[src/rtl/day7_pkg.sv]
// Shared definitions for the day-7 row packer: row geometry, ASCII codes and FSM states.
package day7_pkg;

  localparam int WORD_W        = 32;
  localparam int ROW_W         = 160;
  localparam int WORDS_PER_ROW = ROW_W / WORD_W;
  localparam int COL_W         = $clog2(WORD_W);
  localparam int IDX_W         = 3;

  localparam logic [7:0] CH_DOT   = 8'h2E;
  localparam logic [7:0] CH_SPLIT = 8'h5E;
  localparam logic [7:0] CH_START = 8'h53;
  localparam logic [7:0] CH_NL    = 8'h0A;

  localparam logic [COL_W-1:0] COL_MAX  = COL_W'(WORD_W - 1);
  localparam logic [IDX_W-1:0] LAST_IDX = IDX_W'(WORDS_PER_ROW - 1);

  typedef enum logic [1:0] {
    FILL     = 2'd0,
    PAD      = 2'd1,
    AWAIT_NL = 2'd2
  } state_e;

endpackage

[src/rtl/row_packer_char_classify.sv]
// Byte classifier: maps an ASCII byte to grid/bit/newline flags; other bytes are ignorable.
module char_classify
  import day7_pkg::*;
(
  input  logic [7:0] ch,
  output logic       is_grid,
  output logic       grid_bit,
  output logic       is_nl
);

  always_comb begin
    is_grid  = 1'b0;
    grid_bit = 1'b0;
    is_nl    = 1'b0;
    case (ch)
      CH_SPLIT, CH_START: begin
        is_grid  = 1'b1;
        grid_bit = 1'b1;
      end
      CH_DOT:  is_grid = 1'b1;
      CH_NL:   is_nl   = 1'b1;
      default: ;
    endcase
  end

endmodule

[src/rtl/row_packer.sv]
// Packs an ASCII grid stream into WORDS_PER_ROW x 32-bit words per row, zero-padded.
// Optional ROW_PACKER_STATS_EN adds rows_done/split_chars counters.
module row_packer
  import day7_pkg::*;
(
  input  logic              clk,
  input  logic              reset,
  input  logic              in_valid,
  output logic              in_ready,
  input  logic [7:0]        in_char,
  input  logic              in_last,
  output logic              out_valid,
  input  logic              out_ready,
  output logic [WORD_W-1:0] out_word,
  output logic [IDX_W-1:0]  out_idx,
  output logic              out_row_last,
  output logic              overflow
`ifdef ROW_PACKER_STATS_EN
  ,
  output logic [15:0]       rows_done,
  output logic [15:0]       split_chars
`endif
);

  // state    | meaning
  // FILL     | accepting grid chars into the accumulator
  // PAD      | emitting zero words up to the last index, no input taken
  // AWAIT_NL | row full; dropping grid chars (overflow) until end of line

  state_e            state_q, state_d;
  logic [COL_W-1:0]  col_q, col_d;
  logic [IDX_W-1:0]  word_idx_q, word_idx_d;
  logic [WORD_W-1:0] acc_q, acc_d, acc_set;
  logic              out_valid_q, out_valid_d;
  logic [WORD_W-1:0] out_word_q, out_word_d;
  logic [IDX_W-1:0]  out_idx_q, out_idx_d;
  logic              overflow_q, overflow_d;

  logic              is_grid, grid_bit, is_nl;
  logic              slot_free, take, eol, close_word, emit;
  logic [WORD_W-1:0] emit_word;

  char_classify u_classify (
    .ch       (in_char),
    .is_grid  (is_grid),
    .grid_bit (grid_bit),
    .is_nl    (is_nl)
  );

  assign slot_free = !out_valid_q | out_ready;
  assign in_ready  = reset & slot_free & ((state_q == FILL) | (state_q == AWAIT_NL));
  assign take      = in_valid & in_ready;
  assign eol       = is_nl | in_last;

  // A word closes on its last column, or on end-of-line with pending columns.
  assign close_word = take & (state_q == FILL) &
                      ((is_grid & (col_q == COL_MAX)) | (eol & (is_grid | (col_q != '0))));

  always_comb begin
    state_d     = state_q;
    col_d       = col_q;
    word_idx_d  = word_idx_q;
    acc_d       = acc_q;
    overflow_d  = overflow_q;
    out_word_d  = out_word_q;
    out_idx_d   = out_idx_q;
    out_valid_d = out_valid_q & !out_ready;
    emit        = 1'b0;
    emit_word   = '0;
    acc_set     = acc_q;
    if (is_grid & grid_bit) acc_set[COL_MAX - col_q] = 1'b1;

    case (state_q)
      FILL: begin
        if (close_word) begin
          emit      = 1'b1;
          emit_word = acc_set;
          acc_d     = '0;
          col_d     = '0;
          if (word_idx_q == LAST_IDX) begin
            word_idx_d = '0;
            state_d    = eol ? FILL : AWAIT_NL;
          end else begin
            word_idx_d = word_idx_q + 1'b1;
            state_d    = eol ? PAD : FILL;
          end
        end else if (take & is_grid) begin
          acc_d = acc_set;
          col_d = col_q + 1'b1;
        end else if (take & eol & (word_idx_q != '0)) begin
          state_d = PAD;
        end
      end
      PAD: begin
        if (slot_free) begin
          emit      = 1'b1;
          emit_word = '0;
          if (word_idx_q == LAST_IDX) begin
            word_idx_d = '0;
            state_d    = FILL;
          end else begin
            word_idx_d = word_idx_q + 1'b1;
          end
        end
      end
      AWAIT_NL: begin
        if (take) begin
          if (is_grid) overflow_d = 1'b1;
          if (eol)     state_d    = FILL;
        end
      end
      default: state_d = FILL;
    endcase

    if (emit) begin
      out_valid_d = 1'b1;
      out_word_d  = emit_word;
      out_idx_d   = word_idx_q;
    end
  end

  always_ff @(posedge clk) begin
    if (!reset) begin
      state_q     <= FILL;
      col_q       <= '0;
      word_idx_q  <= '0;
      acc_q       <= '0;
      out_valid_q <= 1'b0;
      out_word_q  <= '0;
      out_idx_q   <= '0;
      overflow_q  <= 1'b0;
    end else begin
      state_q     <= state_d;
      col_q       <= col_d;
      word_idx_q  <= word_idx_d;
      acc_q       <= acc_d;
      out_valid_q <= out_valid_d;
      out_word_q  <= out_word_d;
      out_idx_q   <= out_idx_d;
      overflow_q  <= overflow_d;
    end
  end

  assign out_valid    = out_valid_q;
  assign out_word     = out_word_q;
  assign out_idx      = out_idx_q;
  assign out_row_last = (out_idx_q == LAST_IDX);
  assign overflow     = overflow_q;

`ifdef ROW_PACKER_STATS_EN
  logic [15:0] rows_done_q, rows_done_d;
  logic [15:0] split_chars_q, split_chars_d;

  always_comb begin
    rows_done_d   = rows_done_q;
    split_chars_d = split_chars_q;
    if (out_valid_q & out_ready & (out_idx_q == LAST_IDX)) rows_done_d = rows_done_q + 16'd1;
    if (take & (in_char == CH_SPLIT)) split_chars_d = split_chars_q + 16'd1;
  end

  always_ff @(posedge clk) begin
    if (!reset) begin
      rows_done_q   <= '0;
      split_chars_q <= '0;
    end else begin
      rows_done_q   <= rows_done_d;
      split_chars_q <= split_chars_d;
    end
  end

  assign rows_done   = rows_done_q;
  assign split_chars = split_chars_q;
`endif

endmodule
[config.mk]
export PLATFORM = sky130hd
export DESIGN_NAME = row_packer
export DESIGN_NICKNAME = d
export VERILOG_FILES = /design/src/rtl/day7_pkg.sv /design/src/rtl/row_packer_char_classify.sv /design/src/rtl/row_packer.sv
export SDC_FILE = /design/constraint.sdc
export NUM_CORES = 1
export LEC_CHECK = 0
export CAP_MARGIN = 20
export CORE_MARGIN = 2
export CORE_UTILIZATION = 49
export DETAILED_ROUTE_END_ITERATION = 10
export HOLD_SLACK_MARGIN = 0.08
export PLACE_DENSITY = 0.81
export SLEW_MARGIN = 20
export SYNTH_ARGS = -nofsm -noshare
export SYNTH_HDL_FRONTEND = slang
export SYNTH_SLANG_ARGS = --single-unit
[constraint.sdc]
create_clock -name clk -period 2.4 [get_ports clk]
set_clock_uncertainty 0.1 [all_clocks]
set_input_delay 0.24 -clock clk [delete_from_list [all_inputs] [get_ports clk]]
set_output_delay 0.24 -clock clk [all_outputs]
set_load 0.05 [all_outputs]
==> results of run 1 <==
[registers in the layout, summed over array words and instances, names as in the netlist]
signal      cells
acc_q          32
out_valid       1
col_q           5
state_q         2
out_idx         3
out_word       32
overflow        1
word_idx_q      3
[Yosys cell counts, types with 2 or more instances]
library cell	n	area (sq um)
o2111ai_1	5	43.8
o21bai_1	3	22.5
a21boi_0	5	37.5
inv_1	8	30.0
buf_2	8	40.0
a21oi_1	26	130
a2bb2o_1	7	70.1
o21a_1	6	45.0
a22o_1	4	35.0
o2bb2ai_1	4	35.0
a31oi_1	10	62.6
clkbuf_1	18	67.6
nor3b_1	5	37.5
nand2_1	13	48.8
ha_1	7	87.6
a31o_2	5	43.8
nand3_1	15	75.1
a32o_1	12	120
o21ai_1	2	10.0
o2111a_1	2	22.5
nor2_1	29	109
nor2b_1	4	25.0
o211a_1	3	30.0
nand3b_1	3	22.5
and3_1	2	12.5
nand2b_1	5	31.3
dfxtp_1	79	1580
nor3_1	28	140
nor3b_2	2	25.0
o21ai_0	18	90.1
o211ai_1	18	135
and2_1	4	25.0
a21o_1	3	22.5
[tightest hold or removal path, cell delays in order (launching register included)]
cell	delay (ps)
dfxtp_1	310
inv_1	50
a21oi_1	50
[final cells by class]
| cell class | count | share of cell area (%) |
|---|---|---|
| inverters | 8 | 0.634 |
| well taps | 99 | 2.61 |
| flip-flops and latches | 79 | 33.4 |
| repair buffers | 99 | 19.4 |
| clock inverters | 2 | 0.792 |
| clock buffers | 14 | 3.64 |
| multi-input cells | 275 | 39.6 |
[layer usage]
layer / global-route usage, % / vias to the layer above / part of all wire, %
met5: 0 / - / 0
met4: 8.68 / 0 / 1.1
met3: 4.02 / 9 / 4.5
met2: 42.0 / 106 / 50
met1: 31.9 / 1671 / 44
li1: - / 1654 / -
[power breakdown]
part | switching, W | internal, W | leakage [nW]
combinational | 0.0000748 | 0.0000537 | 0.963
sequential | 0.000000149 | 0.00131 | 0.636
clock | 0.000460 | 0.000567 | 0.103
[final timing paths]
check / end / cells past startpoint / startpoint / slack, ps
hold reg to reg: overflow$_SDFFE_PN0P_ / 2 / overflow$_SDFFE_PN0P_ / 350
hold / removal: overflow$_SDFFE_PN0P_ / 2 / overflow$_SDFFE_PN0P_ / 350
setup reg to reg: state_q[1]$_SDFFE_PN0P_ / 8 / word_idx_q[0]$_SDFFE_PN0P_ / 100
setup / recovery: state_q[1]$_SDFFE_PN0P_ / 8 / in_char[0] / 50
[per-stage QoR]
stage	hold slack, ps	instance area (sq um)	util [%]	setup WS [ps]
final	348	4740	66.1	52.1
after global routing	372	4740	66.1	-27.5
after CTS	351	4730	66.0	33.1
after detailed placement	339	4520	62.9	-217
after global placement	335	4520	62.9	-70.0
after floorplan	337	3590	-	85.2
[cells by family after synthesis]
group / after synthesis / share of synthesized area, %
buffers and inverters: 36 / 4.18
AND/OR/NAND/NOR: 121 / 18.6
XOR/XNOR: 1 / 0.244
adder cells (fa/ha/maj): 7 / 2.44
AO/OA/AOI/OAI: 146 / 30.5
flip-flops: 79 / 44.0
[timing repair]
action | 4_1_cts | 5_1_grt
hold buffers | 0 | 0
endpoints found under the setup margin | 17 | 18
buffers inserted | 0 | 0
resized for setup | 2 | 1
==> summary.txt, run 1 <==
Run status
  – Status: completed

Clock tree
  – CTS Buf Count: 9
  – Root Driver: clkbuf_8
  – CTS Buffer Depth: 2
  – CTS sink cnt: 79
  – Clk slew on worst S/H paths: 80 ps
  – Clk_lat worst skew: 350 ps
  – TritonCTS clock tree: built
  – Max H-tree Level: 3

STA
  – Max Fclk: 0.426 GHz
  – Tmin final: 2350 ps
  – Worst-Margin Slew: 618 ps
  – Period utilisation layout: 97.8%
  – Slew Limit Fails: 0
  – Setup TNS: 0 ps
  – Slew HR: 58.7%
  – Fin. Hold Viols: 0
  – # setup viols final: 0

Detailed routing
  – Detailed-route via count: 3440
  – Post-route ant nets: 0
  – Pre-Repair DR Iteration Count: 5
  – Routed wire length: 9570 um
  – Post-route DRC: 0
  – Vias per inst: 5.97
  – Routed len/inst: 16.6 um
  – First-iteration detailed-routing DRC count: 264

Floorplan
  – FP Rows: 31
  – Full die area: 8040 sq um
  – Starting Density: 50.1%
  – Die width: 89.7 um
  – Chip Height: 89.7 um
  – Top-Level Pins: 52
  – Core area: 7180 sq um

Yosys
  – Avg Inst Size Synth: 9.22 sq um
  – Cells after Synth: 390
  – Post-Syn Area: 3590 sq um
  – Yosys warns: 0
  – Net Count, Synth: 410
  – Async S/R FF share, synth: 0%
  – Synth cell types: 60
  – Post-synth EDFFs: 0
  – Most used flip-flop cell after synthesis: dfxtp_1
  – #FFs+latches synth: 79
  – Seq/Total Area, Yosys: 44.0%

Worst setup path
  – Most frequent CP cell: buf_4
  – CP delay by family, top: buffers and inverters
  – Worst Path Arrival: 2520 ps
  – Kind of critical path: input pin to register
  – CP required: 2570 ps
  – CP Max Fanout: 5
  – CP Cell Sequence: clkdlybuf4s50_1 -> nor4b_4 -> nand4_4 -> buf_4 -> a2111oi_0 -> buf_4 -> nor3_1 -> a21oi_1
  – Critical path's slowest cell: a2111oi_0
  – Startpoint types: input pin
  – Crit path capture type: register
  – Max stage delay on crit path: 510 ps
  – Buf/Inv on CP: 3

Cells and area
  – FF/Latch Area: 1580 sq um
  – Fillers: 571
  – Commonest non-fill, non-tap cell in the layout: dfxtp_1
  – Commonest non-fill, non-tap cells in the layout: 79 x dfxtp_1, 50 x clkdlybuf4s50_1, 45 x buf_4
  – Area growth syn-to-layout: 31.8%
  – Final non-filler cell total: 576
  – # diodes: 0
  – Share of layout cells above drive strength 1: 17.0%
  – Area of the multi-input gates: 1880 sq um
  – Layout Nets: 492

Power
  – Peak ir drop on the vdd network: 0.000285 V
  – Power per cell area: 520 nW/um^2
  – Leak: 1.70 nW
  – Total power: 0.00247 W

Placement
  – Port bufs: 51
  – Placer Congestion: 0.892
  – Dpl cells: 560
  – DP Wirelength: 6740 um

GRT
  – GRT overflow: 0
  – Vias in the first global route: 3323
  – Tot GR Track Use: 24.7%
  – First-pass GRT wire length: 15300 um
  – Antenna violations before repair: 0
  – Largest net degree at the start of global routing: 41

Job
  – Max_cap viols: 0

Worst hold path
  – Hold Path Class: register to register
No activity file was read; power rests on OpenSTA's default activity.
==> run 2, diff against run 1 <==
Settings changed: RECOVER_POWER from default to 50.
==> run 2 against run 1 <==
Effect of this change: sequential cell count is the same; clock power is essentially flat; setup slack gained 27 ps; hold slack lost 3.3 ps; die area is the same; global-route usage is the same; combinational power is essentially flat; register-to-register slack gained 30 ps; critical path type unchanged; critical endpoint is now state_q[0]$_SDFFE_PN0P_.
==> summary.txt, run 2 (synthesized netlist as in run 1, its figures left out) <==
Cells and area
  – Commonest non-fill, non-tap cells in the layout: 79 x dfxtp_1, 43 x buf_4, 38 x dlygate4sd3_1
  – Final non-filler cell total: 576
  – Area growth syn-to-layout: 30.8%
  – Layout Nets: 492
  – Area of the multi-input gates: 1860 sq um
  – Fillers: 577
  – # diodes: 0
  – Share of layout cells above drive strength 1: 16.4%
  – Commonest non-fill, non-tap cell in the layout: dfxtp_1
  – FF/Latch Area: 1580 sq um

Detailed routing
  – Routed wire length: 9550 um
  – Post-route ant nets: 0
  – Post-route DRC: 0
  – Pre-Repair DR Iteration Count: 5
  – Detailed-route via count: 3409
  – First-iteration detailed-routing DRC count: 262
  – Vias per inst: 5.92
  – Routed len/inst: 16.6 um

Clock tree
  – Clk slew on worst S/H paths: 80 ps
  – TritonCTS clock tree: built
  – Max H-tree Level: 3
  – CTS Buffer Depth: 2
  – CTS Buf Count: 9
  – Root Driver: clkbuf_8
  – CTS sink cnt: 79
  – Post-CTS Setup Bufs: 0
  – Clk_lat worst skew: 350 ps

GRT
  – Tot GR Track Use: 24.7%
  – Vias in the first global route: 3323
  – Largest net degree at the start of global routing: 41
  – GRT overflow: 0
  – First-pass GRT wire length: 15300 um
  – Antenna violations before repair: 0

Placement
  – Pre-CTS WS: -217 ps
  – DP Wirelength: 6740 um
  – Dpl cells: 560
  – Port bufs: 51
  – Placer Congestion: 0.892

Worst setup path
  – Kind of critical path: input pin to register
  – Crit path capture type: register
  – Critical path's slowest cell: nor4b_2
  – Worst r2r src: word_idx_q[0]$_SDFFE_PN0P_
  – CP Cell Sequence: clkdlybuf4s50_1 -> nor4b_2 -> a21oi_1 -> o211ai_1 -> buf_4 -> a21oi_1 -> o211a_1
  – CP Max Fanout: 11
  – CP required: 2550 ps
  – Crit path from: in_char[2]
  – Startpoint types: input pin
  – CP delay by family, top: compound AO/OA/AOI/OAI gates
  – Worst Path Arrival: 2470 ps
  – Max stage delay on crit path: 500 ps
  – Worst R2R Setup Slack: 130 ps
  – Most frequent CP cell: a21oi_1
  – Buf/Inv on CP: 2

STA
  – Period utilisation layout: 96.7%
  – Worst-Margin Slew: 626 ps
  – Post-route setup slack: 78.7 ps
  – Slew Limit Fails: 0
  – Minimum hold slack: 345 ps
  – # setup viols final: 0
  – Fin. Hold Viols: 0
  – Slew HR: 58.1%
  – Tmin final: 2320 ps
  – Max Fclk: 0.431 GHz

Worst hold path
  – Hold Path Class: register to register
  – Hold path startpoint: overflow$_SDFFE_PN0P_

Power
  – Power per cell area: 525 nW/um^2
  – Leak: 1.82 nW
  – Peak ir drop on the vdd network: 0.000287 V

Run status
  – Status: completed

Floorplan
  – Core area: 7180 sq um
  – Chip Height: 89.7 um
  – Top-Level Pins: 52
  – FP Rows: 31
  – Starting Density: 50.1%
  – Full die area: 8040 sq um
  – Die width: 89.7 um

Job
  – Max_cap viols: 0
-- run 2: worst min-delay path, delay by kind of cell (launching register included) --
family,cells,cell delay (ps)
flip-flops,1,310
buffers and inverters,1,50
AO/OA/AOI/OAI,1,50
-- run 2: final timing paths --
kind | end | cells after the start
worst max-delay path | state_q[0]$_SDFFE_PN0P_ | 7
worst max register to register | state_q[1]$_SDFFE_PN0P_ | 8
worst min register to register | overflow$_SDFFE_PN0P_ | 2
worst min-delay path | overflow$_SDFFE_PN0P_ | 2
-- run 2: where the power goes --
part           internal [W]  total [W]  leakage (nW)  switching, W
Clock              0.000567    0.00103         0.103      0.000464
Combinational     0.0000530   0.000127          1.08     0.0000741
Sequential          0.00131    0.00131         0.636   0.000000146
-- run 2: what timing repair did --
item / CTS / global route
cloned: 0 / 0
gates resized for setup: 2 / 1
hold buffers: 0 / 0
setup endpoints to repair: 17 / 18
-- run 2: area by class of cell --
type	count	area share (%)
Clock buffer	14	3.67
Timing Repair Buffer	99	19.1
Multi-Input combinational cell	275	39.5
Tap cell	99	2.64
Inverter	8	0.639
Sequential cell	79	33.6
Clock inverter	2	0.799
-- run 2: layer usage --
metal	track usage, %	wire length (um)	vias up
met2	42.0	4770	101
met1	31.9	4240	1648
li1	-	-	1648
met4	8.68	123	0
met3	4.02	417	12
met5	0	0	-
-- run 2: through the flow --
step | total power [W] | instance area (sq um) | TNS (ps) | utilization, %
final | 0.00247 | 4700 | 0 | 65.5
after global routing | 0.00255 | 4700 | -4.15 | 65.5
after CTS | 0.00248 | 4730 | 0 | 66.0
after detailed placement | 0.00146 | 4520 | -6920 | 62.9
after global placement | 0.00146 | 4520 | -1350 | 62.9
after floorplan | 0.00140 | 3590 | 0 | -
==> run 3, diff against run 2 <==
Settings changed: CORE_UTILIZATION 49 to 54, PLACE_DENSITY 0.81 to 0.84.
Clock period 2.4 ns to 2.6 ns, I/O delays scaled along.
==> run 3 against run 2 <==
Effect of this change: global-route usage increased by 2.2 points; setup slack gained 160 ps; combinational power fell by 13%; first-iteration DRC count grew 1.1%; final area is 3.8% lower; sequential power fell by 8%; critical path depth shrank 1; die area is 8.9% lower; wire length shrank 0.20%; critical path type unchanged; largest cell class unchanged; highest routed layer unchanged.
==> summary.txt, run 3 (synthesized netlist as in run 1, its figures left out) <==
Detailed routing
  – Routed wire length: 9530 um
  – Post-route ant nets: 0
  – Detailed-route via count: 3448
  – Routed len/inst: 17.7 um
  – First-iteration detailed-routing DRC count: 265
  – Post-route DRC: 0
  – Pre-Repair DR Iteration Count: 5
  – Vias per inst: 6.40

GRT
  – Largest net degree at the start of global routing: 42
  – Tot GR Track Use: 26.9%
  – Met2 Resource Use GR: 43.3%
  – GRT busiest layer: met2
  – Antenna violations before repair: 0
  – GRT overflow: 0
  – Met1 Use GR: 33.6%
  – Vias in the first global route: 3309
  – First-pass GRT wire length: 15600 um
  – GR Util met3: 5.77%

Worst hold path
  – Hold Path Class: register to register

Clock tree
  – Root Driver: clkbuf_8
  – CTS Hold Bufs: 0
  – Post-CTS Setup Bufs: 0
  – Clk slew on worst S/H paths: 80 ps
  – CTS Buffer Depth: 2
  – TritonCTS clock tree: built
  – Max H-tree Level: 3
  – Clk_lat worst skew: 360 ps
  – CTS Buf Count: 9
  – CTS sink cnt: 79

Cells and area
  – Commonest non-fill, non-tap cell in the layout: dfxtp_1
  – Area growth syn-to-layout: 25.8%
  – Finished layout cell area: 4520 sq um
  – Layout Nets: 477
  – Fillers: 519
  – # diodes: 0
  – Commonest non-fill, non-tap cells in the layout: 79 x dfxtp_1, 39 x dlygate4sd3_1, 30 x buf_4
  – Share of layout cells above drive strength 1: 14.3%
  – FF/Latch Area: 1580 sq um
  – Finished Core Util: 70.8%
  – Area of the multi-input gates: 1870 sq um

Floorplan
  – Starting Density: 56.3%
  – Core area: 6390 sq um
  – Chip Height: 85.6 um
  – FP Rows: 29
  – Top-Level Pins: 52
  – Die width: 85.6 um
  – Full die area: 7330 sq um

STA
  – # setup viols final: 0
  – Max Fclk: 0.424 GHz
  – Slew Limit Fails: 0
  – Fin. Hold Viols: 0
  – Slew HR: 58.8%
  – Worst-Margin Slew: 617 ps
  – Tmin final: 2360 ps
  – Period utilisation layout: 90.7%
  – RSZ-0062 raised after global routing: no

Power
  – Leak: 1.74 nW
  – Total power: 0.00214 W
  – Power per cell area: 473 nW/um^2
  – Peak ir drop on the vdd network: 0.000369 V

Worst setup path
  – Kind of critical path: input pin to register
  – Worst Path Arrival: 2560 ps
  – Startpoint types: input pin
  – CP Max Fanout: 10
  – Crit path capture type: register
  – CP required: 2800 ps

Placement
  – Placed Area: 4350 sq um
  – DP Wirelength: 6680 um
  – Port bufs: 51
  – Placer Congestion: 0.916

Job
  – Max_cap viols: 0

Run status
  – Status: completed
==> run 3: cell count changes in the layout (fill, tap and decap cells not counted), moves of 2 or more <==
cell      delta
a211oi_1     +2
a211oi_2     -2
buf_4       -13
clkbuf_1     -3
clkbuf_8     -2
clkinv_2     +4
==> run 3: layout make-up <==
class / count / area share (%)
clock inverter: 6 / 0.802
timing repair buffer: 84 / 17.1
tap: 77 / 2.13
inverter: 8 / 0.664
sequential: 79 / 35.0
clock buffer: 10 / 3.04
multi-input combinational: 275 / 41.3
==> run 3: worst max-delay path: stages <==
cell and delay [ps]:
dlygate4sd3_1 610, nor4b_4 430, nand4_4 230, a211oi_1 330
and4_1 500, a32o_1 190
==> run 3: final timing paths <==
check,start,endpoint,slack [ps],cells past startpoint
worst max register to register,col_q[0]$_SDFFE_PN0P_,out_word[20]$_SDFFE_PN0P_,250,9
worst max-delay path,in_char[0],col_q[1]$_SDFFE_PN0P_,240,6
worst min register to register,overflow$_SDFFE_PN0P_,overflow$_SDFFE_PN0P_,350,2
worst min-delay path,overflow$_SDFFE_PN0P_,overflow$_SDFFE_PN0P_,350,2
==> run 3: timing repair <==
action	4_1_cts	5_1_grt
hold endpoints to repair	0	0
gates resized for setup	0	3
endpoints found under the setup margin	0	23
==> run 3: metal layers <==
| metal | wire length, um | share of wire (%) |
|---|---|---|
| met1 | 4180 | 44 |
| met2 | 4550 | 48 |
| met3 | 465 | 4.9 |
| met4 | 340 | 3.6 |
| met5 | 0 | 0 |
==> run 3: stage by stage <==
stage / hold WS [ps] / setup TNS [ps] / instances / setup slack (ps)
6_report: 350 / 0 / 539 / 243
5_1_grt: 378 / 0 / 539 / 69.0
4_1_cts: 357 / 0 / 539 / 122
3_5_place_dp: 344 / -1470 / 523 / -95.7
3_3_place_gp: 335 / -92.7 / 523 / -27.3
2_1_floorplan: 337 / 0 / 390 / 285
==> run 3: power breakdown <==
group,switching (W),total [W],internal [W]
Sequential,0.000000173,0.00121,0.00121
Clock,0.000454,0.000821,0.000367
Combinational,0.0000672,0.000111,0.0000439
